### config.mk
export PLATFORM = sky130hd
export DESIGN_NAME = router_psum_mc_flat
export DESIGN_NICKNAME = d
export VERILOG_FILES = /design/src/rtl/router_psum_mc_if.sv /design/src/rtl/router_psum_mc.sv /design/src/flat_wrapper.sv
export SDC_FILE = /design/constraint.sdc
export NUM_CORES = 1
export LEC_CHECK = 0
export ABC_AREA = 0
export CORE_AREA = 4 4 145 147
export DETAILED_ROUTE_END_ITERATION = 10
export DIE_AREA = 0 0 149 151
export PLACE_DENSITY = 0.72
export SETUP_SLACK_MARGIN = 0.5
export SLEW_MARGIN = 25
export SYNTH_ARGS = -nofsm -noshare
export SYNTH_HDL_FRONTEND = slang
export SYNTH_SLANG_ARGS = --single-unit
### constraint.sdc
create_clock -name clk -period 9.12 [get_ports clk]
set_input_delay 1.824 -clock clk [delete_from_list [all_inputs] [get_ports clk]]
set_output_delay 1.824 -clock clk [all_outputs]
set_load 0.05 [all_outputs]
### src/rtl/router_psum_mc_if.sv
// Psum router bus: PE-cluster snapshot inputs, GLB write handshake, GLB read port and status.
// master: the router. slave: the PE cluster / GLB side.
interface router_psum_mc_if #(
  parameter int unsigned DATA_BITWIDTH     = 16,
  parameter int unsigned ADDR_BITWIDTH_GLB = 10,
  parameter int unsigned NUM_CH            = 3,
  parameter int unsigned PSUMS_PER_CH      = 3
);
  localparam int unsigned NumPsums = NUM_CH * PSUMS_PER_CH;

  // Channel-major: index = ch*PSUMS_PER_CH + idx
  logic [DATA_BITWIDTH-1:0]     r_data_spad_psum [NumPsums];
  logic                         write_psum_ctrl;
  logic                         w_ready_glb;
  logic [ADDR_BITWIDTH_GLB-1:0] w_addr_glb_psum;
  logic [DATA_BITWIDTH-1:0]     w_data_glb_psum;
  logic                         write_en_glb_psum;
  logic                         read_en_glb_psum;
  logic [ADDR_BITWIDTH_GLB-1:0] r_addr_glb_psum;
  logic [DATA_BITWIDTH-1:0]     r_data_glb_psum;
  logic                         busy;
  logic                         pass_done;
  logic                         err_overrun;

  modport master (
    input  r_data_spad_psum, write_psum_ctrl, w_ready_glb, r_data_glb_psum,
    output w_addr_glb_psum, w_data_glb_psum, write_en_glb_psum,
    output read_en_glb_psum, r_addr_glb_psum, busy, pass_done, err_overrun
  );

  modport slave (
    output r_data_spad_psum, write_psum_ctrl, w_ready_glb, r_data_glb_psum,
    input  w_addr_glb_psum, w_data_glb_psum, write_en_glb_psum,
    input  read_en_glb_psum, r_addr_glb_psum, busy, pass_done, err_overrun
  );
endinterface

### src/rtl/router_psum_mc.sv
// Multi-channel psum router: snapshots NUM_CH*PSUMS_PER_CH psums on request and streams them
// into the GLB psum bank with a valid/ready write handshake and per-pass iteration addressing.
// Optional macro PSUM_ACCUM_EN: on iter != 0 each element is read back from the GLB, summed
// with the snapshot and written (read-modify-write).
module router_psum_mc #(
  parameter int unsigned DATA_BITWIDTH     = 16,
  parameter int unsigned ADDR_BITWIDTH_GLB = 10,
  parameter int unsigned NUM_CH            = 3,
  parameter int unsigned PSUMS_PER_CH      = 3,
  parameter int unsigned NUM_ITER          = 8,
  parameter int unsigned PSUM_LOAD_ADDR    = 0
) (
  input  logic              clk,
  input  logic              reset,
  router_psum_mc_if.master  io_bus
);

  localparam int unsigned NumPsums = NUM_CH * PSUMS_PER_CH;
  localparam int unsigned ElemW    = (NumPsums > 1) ? $clog2(NumPsums) : 1;
  localparam int unsigned IterW    = (NUM_ITER > 1) ? $clog2(NUM_ITER) : 1;
  localparam logic [ElemW-1:0] LastElem = ElemW'(NumPsums - 1);
  localparam logic [IterW-1:0] LastIter = IterW'(NUM_ITER - 1);
  localparam logic [ADDR_BITWIDTH_GLB-1:0] BaseAddr = ADDR_BITWIDTH_GLB'(PSUM_LOAD_ADDR);

`ifdef PSUM_ACCUM_EN
  typedef enum logic [2:0] {StIdle, StCapture, StWriteGlb, StRdGlb, StRdWait, StAcc} state_e;
`else
  typedef enum logic [1:0] {StIdle, StCapture, StWriteGlb} state_e;
`endif

  // A(e) = base + iter*NumPsums + e, wrapping at the GLB address width
  function automatic logic [ADDR_BITWIDTH_GLB-1:0] addr_of(input logic [IterW-1:0] it,
                                                           input logic [ElemW-1:0] el);
    logic [31:0] sum;
    sum = 32'(PSUM_LOAD_ADDR) + 32'(it) * 32'(NumPsums) + 32'(el);
    return ADDR_BITWIDTH_GLB'(sum);
  endfunction

  state_e                       r_state, w_state_nxt;
  logic [ElemW-1:0]             r_elem, w_elem_nxt, w_elem_inc;
  logic [IterW-1:0]             r_iter, w_iter_nxt;
  logic                         r_wen, w_wen_nxt;
  logic [ADDR_BITWIDTH_GLB-1:0] r_waddr, w_waddr_nxt;
  logic [DATA_BITWIDTH-1:0]     r_wdata, w_wdata_nxt;
  logic                         r_pass_done, w_pass_done_nxt;
  logic                         r_err, w_err_nxt;
  logic [DATA_BITWIDTH-1:0]     r_snap [NumPsums];
  logic                         w_capture;
  logic                         w_busy;
  logic                         w_accept;
  logic                         w_final_accept;

`ifdef PSUM_ACCUM_EN
  logic                         r_ren, w_ren_nxt;
  logic [ADDR_BITWIDTH_GLB-1:0] r_raddr, w_raddr_nxt;
  logic                         w_accum;
  assign w_accum = (r_iter != '0);
`endif

  assign w_elem_inc     = r_elem + 1'b1;
  assign w_busy         = (r_state != StIdle);
  assign w_accept       = (r_state == StWriteGlb) && r_wen && io_bus.w_ready_glb;
  assign w_final_accept = w_accept && (r_elem == LastElem);

  // Next-state and registered-output decode
  always_comb begin
    w_state_nxt     = r_state;
    w_elem_nxt      = r_elem;
    w_iter_nxt      = r_iter;
    w_wen_nxt       = r_wen;
    w_waddr_nxt     = r_waddr;
    w_wdata_nxt     = r_wdata;
    w_pass_done_nxt = 1'b0;
    w_capture       = 1'b0;
    // A request coinciding with the final acceptance is dropped silently
    w_err_nxt       = r_err | (io_bus.write_psum_ctrl && w_busy && !w_final_accept);
`ifdef PSUM_ACCUM_EN
    w_ren_nxt       = 1'b0;
    w_raddr_nxt     = r_raddr;
`endif
    unique case (r_state)
      StIdle: begin
        w_wen_nxt = 1'b0;
        if (io_bus.write_psum_ctrl) w_state_nxt = StCapture;
      end
      StCapture: begin
        w_capture  = 1'b1;
        w_elem_nxt = '0;
`ifdef PSUM_ACCUM_EN
        if (w_accum) begin
          w_state_nxt = StRdGlb;
          w_ren_nxt   = 1'b1;
          w_raddr_nxt = addr_of(r_iter, '0);
        end else
`endif
        begin
          w_state_nxt = StWriteGlb;
          w_wen_nxt   = 1'b1;
          w_waddr_nxt = addr_of(r_iter, '0);
          // Snapshot register loads on this same edge, so take element 0 from the inputs
          w_wdata_nxt = io_bus.r_data_spad_psum[0];
        end
      end
      StWriteGlb: begin
        if (w_accept) begin
          if (r_elem == LastElem) begin
            w_wen_nxt   = 1'b0;
            w_state_nxt = StIdle;
            w_elem_nxt  = '0;
            if (r_iter == LastIter) begin
              w_iter_nxt      = '0;
              w_pass_done_nxt = 1'b1;
            end else begin
              w_iter_nxt = r_iter + 1'b1;
            end
          end else begin
            w_elem_nxt = w_elem_inc;
`ifdef PSUM_ACCUM_EN
            if (w_accum) begin
              w_wen_nxt   = 1'b0;
              w_state_nxt = StRdGlb;
              w_ren_nxt   = 1'b1;
              w_raddr_nxt = addr_of(r_iter, w_elem_inc);
            end else
`endif
            begin
              w_waddr_nxt = addr_of(r_iter, w_elem_inc);
              w_wdata_nxt = r_snap[w_elem_inc];
            end
          end
        end
      end
`ifdef PSUM_ACCUM_EN
      StRdGlb: begin
        w_state_nxt = StRdWait;
      end
      StRdWait: begin
        w_state_nxt = StAcc;
      end
      StAcc: begin
        // GLB read data is valid in this cycle, two cycles after the strobe
        w_wdata_nxt = io_bus.r_data_glb_psum + r_snap[r_elem];
        w_waddr_nxt = addr_of(r_iter, r_elem);
        w_wen_nxt   = 1'b1;
        w_state_nxt = StWriteGlb;
      end
`endif
      default: begin
        w_state_nxt = StIdle;
        w_wen_nxt   = 1'b0;
      end
    endcase
  end

  // State and output registers with synchronous active-low reset
  always_ff @(posedge clk) begin
    if (!reset) begin
      r_state     <= StIdle;
      r_elem      <= '0;
      r_iter      <= '0;
      r_wen       <= 1'b0;
      r_waddr     <= BaseAddr;
      r_wdata     <= '0;
      r_pass_done <= 1'b0;
      r_err       <= 1'b0;
`ifdef PSUM_ACCUM_EN
      r_ren       <= 1'b0;
      r_raddr     <= BaseAddr;
`endif
    end else begin
      r_state     <= w_state_nxt;
      r_elem      <= w_elem_nxt;
      r_iter      <= w_iter_nxt;
      r_wen       <= w_wen_nxt;
      r_waddr     <= w_waddr_nxt;
      r_wdata     <= w_wdata_nxt;
      r_pass_done <= w_pass_done_nxt;
      r_err       <= w_err_nxt;
`ifdef PSUM_ACCUM_EN
      r_ren       <= w_ren_nxt;
      r_raddr     <= w_raddr_nxt;
`endif
    end
  end

  // Snapshot register, loaded once per request in CAPTURE
  always_ff @(posedge clk) begin
    if (!reset) begin
      for (int i = 0; i < int'(NumPsums); i++) r_snap[i] <= '0;
    end else if (w_capture) begin
      for (int i = 0; i < int'(NumPsums); i++) r_snap[i] <= io_bus.r_data_spad_psum[i];
    end
  end

  assign io_bus.write_en_glb_psum = r_wen;
  assign io_bus.w_addr_glb_psum   = r_waddr;
  assign io_bus.w_data_glb_psum   = r_wdata;
  assign io_bus.busy              = w_busy;
  assign io_bus.pass_done         = r_pass_done;
  assign io_bus.err_overrun       = r_err;

`ifdef PSUM_ACCUM_EN
  assign io_bus.read_en_glb_psum  = r_ren;
  assign io_bus.r_addr_glb_psum   = r_raddr;
`else
  assign io_bus.read_en_glb_psum  = 1'b0;
  assign io_bus.r_addr_glb_psum   = BaseAddr;
  logic w_unused_rdata;
  assign w_unused_rdata = ^io_bus.r_data_glb_psum;
`endif

endmodule

### src/flat_wrapper.sv
// flat-port wrapper written by rule: the top's interface ports become plain ports
module router_psum_mc_flat 
#(
  parameter int unsigned DATA_BITWIDTH     = 16,
  parameter int unsigned ADDR_BITWIDTH_GLB = 10,
  parameter int unsigned NUM_CH            = 3,
  parameter int unsigned PSUMS_PER_CH      = 3,
  parameter int unsigned NUM_ITER          = 8,
  parameter int unsigned PSUM_LOAD_ADDR    = 0
)
  (clk, reset, io_bus_r_data_spad_psum, io_bus_write_psum_ctrl, io_bus_w_ready_glb, io_bus_r_data_glb_psum, io_bus_w_addr_glb_psum, io_bus_w_data_glb_psum, io_bus_write_en_glb_psum, io_bus_read_en_glb_psum, io_bus_r_addr_glb_psum, io_bus_busy, io_bus_pass_done, io_bus_err_overrun);
  router_psum_mc_if #(.DATA_BITWIDTH(DATA_BITWIDTH), .ADDR_BITWIDTH_GLB(ADDR_BITWIDTH_GLB), .NUM_CH(NUM_CH), .PSUMS_PER_CH(PSUMS_PER_CH)) io_bus_i ();
  input  logic clk;
  input  logic reset;
  input wire logic [$bits(io_bus_i.r_data_spad_psum)-1:0] io_bus_r_data_spad_psum;
  input wire logic [$bits(io_bus_i.write_psum_ctrl)-1:0] io_bus_write_psum_ctrl;
  input wire logic [$bits(io_bus_i.w_ready_glb)-1:0] io_bus_w_ready_glb;
  input wire logic [$bits(io_bus_i.r_data_glb_psum)-1:0] io_bus_r_data_glb_psum;
  output wire logic [$bits(io_bus_i.w_addr_glb_psum)-1:0] io_bus_w_addr_glb_psum;
  output wire logic [$bits(io_bus_i.w_data_glb_psum)-1:0] io_bus_w_data_glb_psum;
  output wire logic [$bits(io_bus_i.write_en_glb_psum)-1:0] io_bus_write_en_glb_psum;
  output wire logic [$bits(io_bus_i.read_en_glb_psum)-1:0] io_bus_read_en_glb_psum;
  output wire logic [$bits(io_bus_i.r_addr_glb_psum)-1:0] io_bus_r_addr_glb_psum;
  output wire logic [$bits(io_bus_i.busy)-1:0] io_bus_busy;
  output wire logic [$bits(io_bus_i.pass_done)-1:0] io_bus_pass_done;
  output wire logic [$bits(io_bus_i.err_overrun)-1:0] io_bus_err_overrun;
  assign io_bus_i.r_data_spad_psum = {>>{io_bus_r_data_spad_psum}};
  assign io_bus_i.write_psum_ctrl = io_bus_write_psum_ctrl;
  assign io_bus_i.w_ready_glb = io_bus_w_ready_glb;
  assign io_bus_i.r_data_glb_psum = io_bus_r_data_glb_psum;
  assign io_bus_w_addr_glb_psum = io_bus_i.w_addr_glb_psum;
  assign io_bus_w_data_glb_psum = io_bus_i.w_data_glb_psum;
  assign io_bus_write_en_glb_psum = io_bus_i.write_en_glb_psum;
  assign io_bus_read_en_glb_psum = io_bus_i.read_en_glb_psum;
  assign io_bus_r_addr_glb_psum = io_bus_i.r_addr_glb_psum;
  assign io_bus_busy = io_bus_i.busy;
  assign io_bus_pass_done = io_bus_i.pass_done;
  assign io_bus_err_overrun = io_bus_i.err_overrun;
  router_psum_mc #(.DATA_BITWIDTH(DATA_BITWIDTH), .ADDR_BITWIDTH_GLB(ADDR_BITWIDTH_GLB), .NUM_CH(NUM_CH), .PSUMS_PER_CH(PSUMS_PER_CH), .NUM_ITER(NUM_ITER), .PSUM_LOAD_ADDR(PSUM_LOAD_ADDR)) u_core (.clk(clk), .reset(reset), .io_bus(io_bus_i));
endmodule
==> results of run 1 <==
## per-stage QoR
stage               cell area, um^2  util [%]
global route                  10970     55.12
finish                        10970     55.12
global placement              10370     52.11
floorplan                      8637         -
CTS                           10950     54.98
detailed placement            10380     52.12
## worst min path at each step
stage	from	endpoint	slack [ns]	cells after the start
CTS	u_core.io_bus.w_addr_glb_psum[2]	u_core.io_bus.w_addr_glb_psum[2]	0.46	2
global route	u_core.io_bus.w_data_glb_psum[7]	u_core.io_bus.w_data_glb_psum[7]	0.49	1
detailed placement	u_core.io_bus.w_addr_glb_psum[6]	u_core.io_bus.w_addr_glb_psum[6]	0.45	2
floorplan	u_core.r_state[0]	u_core.r_state[0]	0.51	2
finish	u_core.io_bus.w_addr_glb_psum[2]	u_core.io_bus.w_addr_glb_psum[2]	0.46	2
global placement	u_core.io_bus.w_addr_glb_psum[6]	u_core.io_bus.w_addr_glb_psum[6]	0.44	2
## routing by layer
| layer | global-route usage [%] | wire, um | vias to the layer above |
|---|---|---|---|
| met5 | 0 | 0 | - |
| met2 | 32.20 | 10720 | 284 |
| met4 | 5.492 | 448 | 0 |
| li1 | - | - | 2713 |
| met3 | 4.369 | 1604 | 39 |
| met1 | 24.95 | 8740 | 2815 |
## placed cells by master, fill, tap and decap left out, types with 2 or more instances in the layout
| master | netlist | routed |
|---|---|---|
| clkinv_4 | 0 | 2 |
| inv_1 | 10 | 10 |
| o21ai_0 | 12 | 12 |
| a22o_1 | 32 | 32 |
| nor2_1 | 10 | 10 |
| xor2_2 | 2 | 2 |
| mux4_1 | 17 | 17 |
| ha_1 | 12 | 11 |
| conb_1 | 1 | 14 |
| clkbuf_16 | 0 | 17 |
| nor3b_1 | 4 | 4 |
| o211ai_1 | 2 | 2 |
| nor3_1 | 2 | 2 |
| inv_6 | 0 | 3 |
| nand2_1 | 12 | 11 |
| edfxtp_1 | 144 | 144 |
| and3_1 | 145 | 145 |
| a21oi_1 | 13 | 13 |
| mux4_2 | 15 | 15 |
| a211oi_1 | 5 | 5 |
| o311a_1 | 16 | 16 |
| nand3b_1 | 2 | 2 |
| a21o_1 | 2 | 2 |
| dfxtp_1 | 35 | 34 |
| buf_4 | 19 | 8 |
| clkdlybuf4s50_1 | 0 | 173 |
| mux2i_1 | 17 | 17 |
| nand3_1 | 19 | 19 |
| inv_8 | 0 | 6 |
| xnor2_1 | 2 | 2 |
| clkinv_1 | 1 | 2 |
## state kept, by name, summed over array words and instances (netlist names)
register,count
u_core.io_bus.write_en_glb_psum,1
u_core.io_bus.w_addr_glb_psum,7
u_core.io_bus.w_data_glb_psum,16
u_core.io_bus.err_overrun,1
u_core.r_elem,4
u_core.r_state,2
u_core.r_iter,3
u_core.r_snap,144
u_core.io_bus.pass_done,1
## cell type report
type	instances	share of cell area [%]
multi-input cells	373	28.88
repair buffers	183	16.68
well taps	270	3.079
clock inverters	14	1.266
clock buffers	18	3.911
flip-flops and latches	179	45.80
inverters	11	0.3763
## worst max-delay path: cells and delay by family (launching register included)
| family | cells | cell delay, ns |
|---|---|---|
| buffers and inverters | 3 | 0.99 |
| adder cells (fa/ha/maj) | 1 | 0.23 |
| flip-flops | 1 | 0.39 |
## cell families (layout without fill, tap and decap cells)
group                    count (synthesis)  after routing  synth area share, %
AND/OR/NAND/NOR                        203            203                14.12
flip-flops                             179            179                58.51
AO/OA/AOI/OAI                           90             90                8.261
buffers and inverters                   85            226                5.391
multiplexers                            49             49                11.12
adder cells (fa/ha/maj)                 13             13                1.981
XOR/XNOR                                 4              4               0.5828
other                                    1             14              0.04366
## power groups by stage
stage / Sequential [uW] / Combinational, uW / Clock (uW)
floorplan: 1070 / 163 / 0
global placement: 1020 / 339 / 0
detailed placement: 1030 / 348 / 0
CTS: 1010 / 349 / 717
global route: 1020 / 372 / 750
finish: 1010 / 349 / 703
==> flow_summary_export.csv, run 1 <==
group,metric,value,unit
outcome,status,"complete, no violations",
global_route,grt_pass1_vias,5963,
routing,drc,0,
routing,dr.first_iter.drc_count,406,
hold_path,hold_path.class,"register to register",
floorplan,pin_count,205,
logic_synthesis,post-synth-top-area-fraction,50.35,%
place,portBuffers,174,
sta,max_clock_freq,259.0,MHz
sta,hold_viol,0,
finish,nets,942,
cts,clockBufferDepth,2,
logic_synthesis,yosysUniqueCellTypes,48,
sta,final_max_slew_viol_count,0,
finish,nFillCells,1648,
place,gp_congestion,0.8232,
setup_path,slowest_delay,0.81,ns
routing,first_pass_iters,5,
setup_path,end_kind,"output pin",
sta,layout_worst_path_cycle_share,42.34,%
setup_path,timing.rr.start,"u_core.r_state[1]",
finish,final-seq-area,5026,um^2
cts,cts-root-buf,"clkbuf_16",
power_and_ir_drop,p_clk_share,34.1,%
global_route,grt_max_degree,167,
logic_synthesis,yosysMostFrequentCell,"and3_1",
logic_synthesis,ys_top_cells_by_area,"edfxtp_1, and3_1, dfxtp_1",
cts,cts_inserted_buffers,17,
power_and_ir_drop,sw_frac_of_total,27.47,%
cts,h-tree-depth,4,
finish,area_delta_synth_final,27.77,%
logic_synthesis,dominantRegCellSynth,"edfxtp_1",
setup_path,slowest_stage,"clkdlybuf4s50_1",
power_and_ir_drop,p_total,2060,uW
setup_path,crit_path_start,"u_core.r_state[0]",
setup_path,crit_arrival,2.04,ns
routing,vias,5851,
setup_path,rr_worst_depth,5,
sta,tightest_slew,0.9542,ns
logic_synthesis,synth_top_cell_by_area,"edfxtp_1",
routing,vias_per_cell,5.583,
cts,cts_tree,"done",
sta,timing.slew.headroom,36.38,%
power_and_ir_drop,irDropWorstVdd,105.1,uV
sta,setup_viol_count_final,0,
logic_synthesis,syn-instance-count,624,
setup_path,path_cells,"inv_1, ha_1, inv_1, clkdlybuf4s50_1",
setup_path,cp_max_fo,3,
power_and_ir_drop,seq_power_share,48.9,%
global_route,antenna_found_initial,0,
logic_synthesis,synth_edf_count,144,
logic_synthesis,avgSynthCellArea,13.76,um^2
logic_synthesis,ys_warn_count,0,
power_and_ir_drop,p_switching,565.9,uW
floorplan,start_util,43.14,%
setup_path,path_class,"register to output pin",
logic_synthesis,yosysSeqAreaShare,58.51,%
cts,path_clk_slew,0.07,ns
floorplan,die_area,22500,um^2
cts,clock_latency,0.43,ns
finish,multi_input_area,3169,um^2
logic_synthesis,ys_async_sr_fraction,0,%
power_and_ir_drop,leakagePower,0.004450,uW
floorplan,die_w,149,um
place,dpl.hpwl,14.57,mm
floorplan,die_h,151,um
cts,cts_setup_buffers,0,
sta,skew,0.007909,ns
floorplan,row_count,52,
sta,grt_setup_unrepaired,"false",
finish,final_cells,1048,
power_and_ir_drop,power_density,187.7,nW/um^2
setup_path,path_common_cell,"inv_1",
global_route,grt_overflow,0,
sta,finalSetupTns,0,ns
cts,cts_resized,0,
logic_synthesis,ys_ff_latch,179,
setup_path,crit_end,"io_bus_busy",
place,pre_cts_slack,5.147,ns
global_route,grt_first_pass_wirelength,32.80,mm
setup_path,start_kind,"register",
cts,cts_hold_buf,0,
power_and_ir_drop,p_int,1494,uW
setup_path,worst-r2r-setup-slack,6.07,ns
setup_path,r2r_end,"u_core.r_snap[4][15]",
global_route,grt_use_total,19.10,%
power_and_ir_drop,combPwrFrac,16.9,%
routing,wire_per_inst,20.53,um
logic_synthesis,synth_area,8588,um^2
logic_synthesis,ys_top_cells_by_count,"and3_1, edfxtp_1, clkbuf_1",
sta,holdWs,0.4630,ns
cts,clock_sinks,179,
finish,diodes,0,
finish,drive_gt1_share,8.355,%
job,maxCapViolations,0,
floorplan,core,19910,um^2
routing,totalWireLength,21.51,mm
sta,fin_ws,5.259,ns
setup_path,crit_required,7.30,ns
place,placed_cells,1015,
sta,period_minus_slack,3.861,ns
routing,final_antenna_net_count,0,
No activity file was read; power rests on OpenSTA's default activity.
==> inputs of run 2 (changes only) <==
Settings changed: PLACE_DENSITY 0.72 to 0.75.
Clock period 9.12 ns to 3.4 ns, I/O delays scaled along.
==> run 2 against run 1 <==
Clock-buffer cell count rose by 4. Via count fell by 2.1%. Final cell count rose by 0.57%. Utilization up 0.076 points. Highest routed layer is now met5.
==> flow_summary_export.csv, run 2 (synthesis gave the netlist of run 1 again) <==
group,metric,value,unit
finish,drive_gt1_share,8.546,%
cts,cts_hold_buf,0,
sta,period_minus_slack,2.710,ns
outcome,status,"complete, no violations",
global_route,grt_pass1_vias,5793,
routing,drc,0,
cts,cts_resized,0,
setup_path,worst-r2r-setup-slack,0.93,ns
global_route,antenna_found_initial,2,
cts,cts_tree,"done",
sta,layout_worst_path_cycle_share,79.71,%
floorplan,die_w,149,um
floorplan,core,19910,um^2
cts,path_clk_slew,0.06,ns
cts,cts_setup_buffers,0,
place,gp_congestion,0.7881,
power_and_ir_drop,irDropWorstVdd,371.5,uV
place,dpl.hpwl,14.65,mm
setup_path,end_kind,"output pin",
cts,clock_latency,0.42,ns
floorplan,pin_count,205,
place,placed_cells,1023,
setup_path,rr_worst_depth,6,
sta,setup_viol_count_final,0,
setup_path,crit_required,2.72,ns
sta,tightest_slew,0.8955,ns
cts,cts-root-buf,"clkbuf_16",
power_and_ir_drop,power_density,494.2,nW/um^2
setup_path,start_kind,"register",
routing,vias_per_cell,5.435,
job,maxCapViolations,0,
finish,area_delta_synth_final,27.94,%
setup_path,path_class,"register to output pin",
sta,max_clock_freq,369.0,MHz
power_and_ir_drop,leakagePower,0.004456,uW
cts,clock_sinks,179,
finish,nets,949,
routing,first_pass_iters,4,
cts,clockBufferDepth,2,
finish,regMostFlops,"u_core.r_snap",
floorplan,die_area,22500,um^2
global_route,grt_use_total,19.09,%
place,portBuffers,174,
routing,totalWireLength,21.19,mm
floorplan,start_util,43.14,%
setup_path,cp_max_fo,3,
cts,h-tree-depth,4,
cts,cts_inserted_buffers,17,
power_and_ir_drop,p_total,5431,uW
sta,hold_viol,0,
routing,final_antenna_net_count,0,
routing,dr.first_iter.drc_count,350,
sta,grt_setup_unrepaired,"false",
setup_path,crit_path_start,"u_core.r_state[0]",
hold_path,hold_depth,2,
floorplan,die_h,151,um
setup_path,timing.rr.start,"u_core.r_state[0]",
sta,skew,0.008635,ns
sta,timing.slew.headroom,40.30,%
finish,final_cell_mix,"clkdlybuf4s50_1, and3_1, edfxtp_1",
setup_path,r2r_end,"u_core.io_bus.w_data_glb_psum[9]",
floorplan,row_count,52,
global_route,grt_overflow,0,
hold_path,min_from,"u_core.io_bus.w_addr_glb_psum[6]",
routing,vias,5729,
finish,final_cells,1054,
sta,final_max_slew_viol_count,0,
global_route,grt_first_pass_wirelength,32.47,mm
sta,finalSetupTns,0,ns
setup_path,crit_arrival,2.03,ns
finish,largest_reg_flops,144,
hold_path,min_to,"u_core.io_bus.w_addr_glb_psum[6]",
finish,diodes,0,
routing,wire_per_inst,20.10,um
hold_path,hold_path.class,"register to register",
finish,final_common_cell,"clkdlybuf4s50_1",
finish,final_util,55.19,%
sta,holdWs,0.4599,ns
global_route,grt_max_degree,147,
==> run 2: how the worst max path moves through the flow <==
stage	to	slack, ns	cells past startpoint
after detailed placement	u_core.io_bus.w_data_glb_psum[7]	0.85	5
final	io_bus_busy	0.69	4
after floorplan	u_core.r_snap[0][0]	0.88	6
after CTS	io_bus_busy	0.65	4
after global routing	io_bus_busy	0.59	4
after global placement	u_core.io_bus.w_data_glb_psum[7]	0.87	5
==> run 2: through the flow <==
step	area, um^2	worst slack [ns]
6_report	10990	0.6900
3_3_place_gp	10460	0.8684
3_5_place_dp	10460	0.8496
5_1_grt	10990	0.5939
4_1_cts	10980	0.6546
2_1_floorplan	8645	0.8812
==> run 2: final cells by class <==
| type | count | area [um^2] |
|---|---|---|
| clock inverter | 9 | 85.08 |
| tap | 270 | 337.8 |
| multi-input combinational | 373 | 3178 |
| sequential | 179 | 5026 |
| clock buffer | 22 | 444.2 |
| inverter | 11 | 41.29 |
| timing repair buffer | 190 | 1876 |
| fill | 1677 | 8921 |
==> run 2: per-layer routing <==
layer  global-route usage [%]  part of all wire [%]  wire (um)
met1                    23.98                    42       8931
met2                    32.29                    49      10280
met3                    5.865                   7.4       1575
met5                        0                  0.12         26
met4                    5.172                   1.7        370
==> run 2: critical path, cell delays in order (launching register included) <==
cell             delay (ns)
dfxtp_1                0.40
inv_1                  0.09
ha_1                   0.24
inv_1                  0.08
clkdlybuf4s50_1        0.81
==> run 2: where the power goes <==
group          switching (uW)  total (uW)  internal [uW]
registers                73.5        2700           2630
logic                     534         941            407
clock network             788        1790           1000
total                    1400        5430           4040
==> inputs of run 3 (changes only) <==
Settings changed: PLACE_DENSITY 0.75 to 0.72.
Clock period 3.4 ns to 2.6 ns, I/O delays scaled along.
==> run 3 against run 2 <==
Non-clock buffer count up 3. Register-to-register slack got worse by 0.39 ns. Sequential power up 31%. Hold slack lost 0.036 ns. Critical path type is now register to register. Critical endpoint is now u_core.io_bus.w_data_glb_psum[13]. Highest routed layer is now met4.
==> flow_summary_export.csv, run 3 (synthesis gave the netlist of run 1 again) <==
group,metric,value,unit
sta,setup_viol_count_final,0,
sta,skew,0.01330,ns
setup_path,slowest_delay,0.40,ns
cts,h-tree-depth,4,
setup_path,start_kind,"register",
finish,final_cell_mix,"clkdlybuf4s50_1, and3_1, edfxtp_1",
power_and_ir_drop,irDropWorstVdd,303.3,uV
cts,clock_latency,0.43,ns
finish,final_common_cell,"clkdlybuf4s50_1",
finish,largest_reg_flops,144,
finish,regMostFlops,"u_core.r_snap",
global_route,grt_overflow,0,
power_and_ir_drop,power_density,647.4,nW/um^2
floorplan,die_h,151,um
cts,clock_sinks,179,
cts,cts_hold_buf,0,
setup_path,crit_arrival,2.38,ns
cts,cts_inserted_buffers,17,
finish,area_delta_synth_final,30.62,%
place,dpl.hpwl,14.98,mm
global_route,grt_use_total,19.01,%
routing,dr.first_iter.drc_count,414,
cts,clockBufferDepth,2,
setup_path,slowest_stage,"dfxtp_4",
sta,period_minus_slack,2.058,ns
floorplan,die_w,149,um
outcome,status,"complete, no violations",
floorplan,die_area,22500,um^2
setup_path,crit_required,2.92,ns
finish,final_util,56.35,%
routing,drc,0,
power_and_ir_drop,leakagePower,0.004671,uW
place,gp_congestion,0.8959,
setup_path,path_class,"register to register",
routing,totalWireLength,21.64,mm
routing,first_pass_iters,5,
floorplan,start_util,43.14,%
sta,hold_viol,0,
setup_path,cp_max_fo,24,
cts,path_clk_slew,0.07,ns
sta,finalSetupTns,0,ns
floorplan,core,19910,um^2
finish,diodes,0,
global_route,grt_max_degree,166,
routing,wire_per_inst,20.43,um
sta,grt_setup_unrepaired,"true",
hold_path,hold_path.class,"input pin to register",
global_route,antenna_found_initial,0,
routing,final_antenna_net_count,0,
setup_path,path_cells,"inv_2, ha_4, buf_12, mux4_2, mux2i_2, nand3_1, a22o_1",
finish,nets,953,
routing,vias_per_cell,5.486,
sta,max_clock_freq,485.9,MHz
job,maxCapViolations,0,
sta,final_max_slew_viol_count,0,
global_route,grt_pass1_vias,5924,
cts,cts-root-buf,"clkbuf_16",
floorplan,pin_count,205,
sta,timing.slew.headroom,60.20,%
global_route,grt_first_pass_wirelength,32.32,mm
finish,drive_gt1_share,12.80,%
cts,cts_tree,"done",
place,portBuffers,174,
setup_path,end_kind,"register",
floorplan,row_count,52,
setup_path,worst-path-buf-inv,2,
sta,tightest_slew,0.5908,ns
finish,nFillCells,1593,
routing,vias,5810,
sta,layout_worst_path_cycle_share,79.16,%
setup_path,crit_family,"multiplexers",
[run 3: cell count changes in the layout (fill, tap and decap cells not counted), sizes merged]
cell / change
inv: +6
buf: +3
clkbuf: -3
dlymetal6s2s: +5
clkdlybuf4s50: -26
dlygate4sd2: +20
clkinvlp: -1
nand2: +1
[run 3: layer usage]
layer | GRT usage (%) | routed length, um | part of all wire, % | up-vias
met3 | 4.399 | 1504 | 7.0 | 29
met5 | 0 | 0 | 0 | -
met1 | 25.85 | 9423 | 44 | 2814
met2 | 30.41 | 10350 | 48 | 231
met4 | 6.270 | 364 | 1.7 | 0
li1 | - | - | - | 2736
[run 3: power breakdown]
| part | switching [uW] | total, uW | internal [uW] | leakage, uW |
|---|---|---|---|---|
| Sequential | 101 | 3530 | 3430 | 0.00181 |
| Combinational | 712 | 1230 | 520 | 0.00258 |
| Clock | 1150 | 2500 | 1350 | 0.000282 |
[run 3: timing repair]
action / 4_1_cts / 5_1_grt
buffers inserted: 1 / 0
endpoints found under the hold margin: 0 / 0
setup endpoints to repair: 40 / 72
gates cloned: 0 / 1
pin swaps: 1 / 5
resized for setup: 27 / 19
[run 3: stage by stage]
stage | hold slack, ns | setup WS [ns] | instances | cell area [um^2] | power [uW]
2_1_floorplan | 0.5101 | 0.4995 | 637 | 8758 | 4305
3_3_place_gp | 0.4441 | 0.2822 | 1025 | 10590 | 4804
3_5_place_dp | 0.4485 | 0.2323 | 1025 | 10590 | 4847
4_1_cts | 0.3834 | 0.3104 | 1058 | 11150 | 7299
5_1_grt | 0.4641 | 0.4515 | 1059 | 11220 | 7536
6_report | 0.4243 | 0.5418 | 1059 | 11220 | 7263
[run 3: worst min-delay path, delay by kind of cell]
| kind | cells | cell delay [ns] |
|---|---|---|
| AOI/OAI and AO/OA | 2 | 0.12 |
| buffers and inverters | 1 | 0.16 |
[run 3: worst paths after layout]
path / startpoint / end / slack (ns) / cells past startpoint
worst max-delay path: u_core.r_elem[0] / u_core.io_bus.w_data_glb_psum[13] / 0.54 / 7
worst min-delay path: reset / u_core.io_bus.write_en_glb_psum / 0.42 / 3
worst max register to register: u_core.r_elem[0] / u_core.io_bus.w_data_glb_psum[13] / 0.54 / 7
worst min register to register: u_core.io_bus.w_addr_glb_psum[2] / u_core.io_bus.w_addr_glb_psum[2] / 0.46 / 2
[run 3: area by class of cell]
| type | instances | area (um^2) | share of cell area, % |
|---|---|---|---|
| Clock inverter | 14 | 147.6 | 1.316 |
| Inverter | 11 | 41.29 | 0.3681 |
| Clock buffer | 18 | 429.2 | 3.826 |
| Timing Repair Buffer | 193 | 1914 | 17.06 |
| Sequential cell | 179 | 5034 | 44.87 |
| Tap cell | 270 | 337.8 | 3.011 |
| Multi-Input combinational cell | 374 | 3314 | 29.54 |
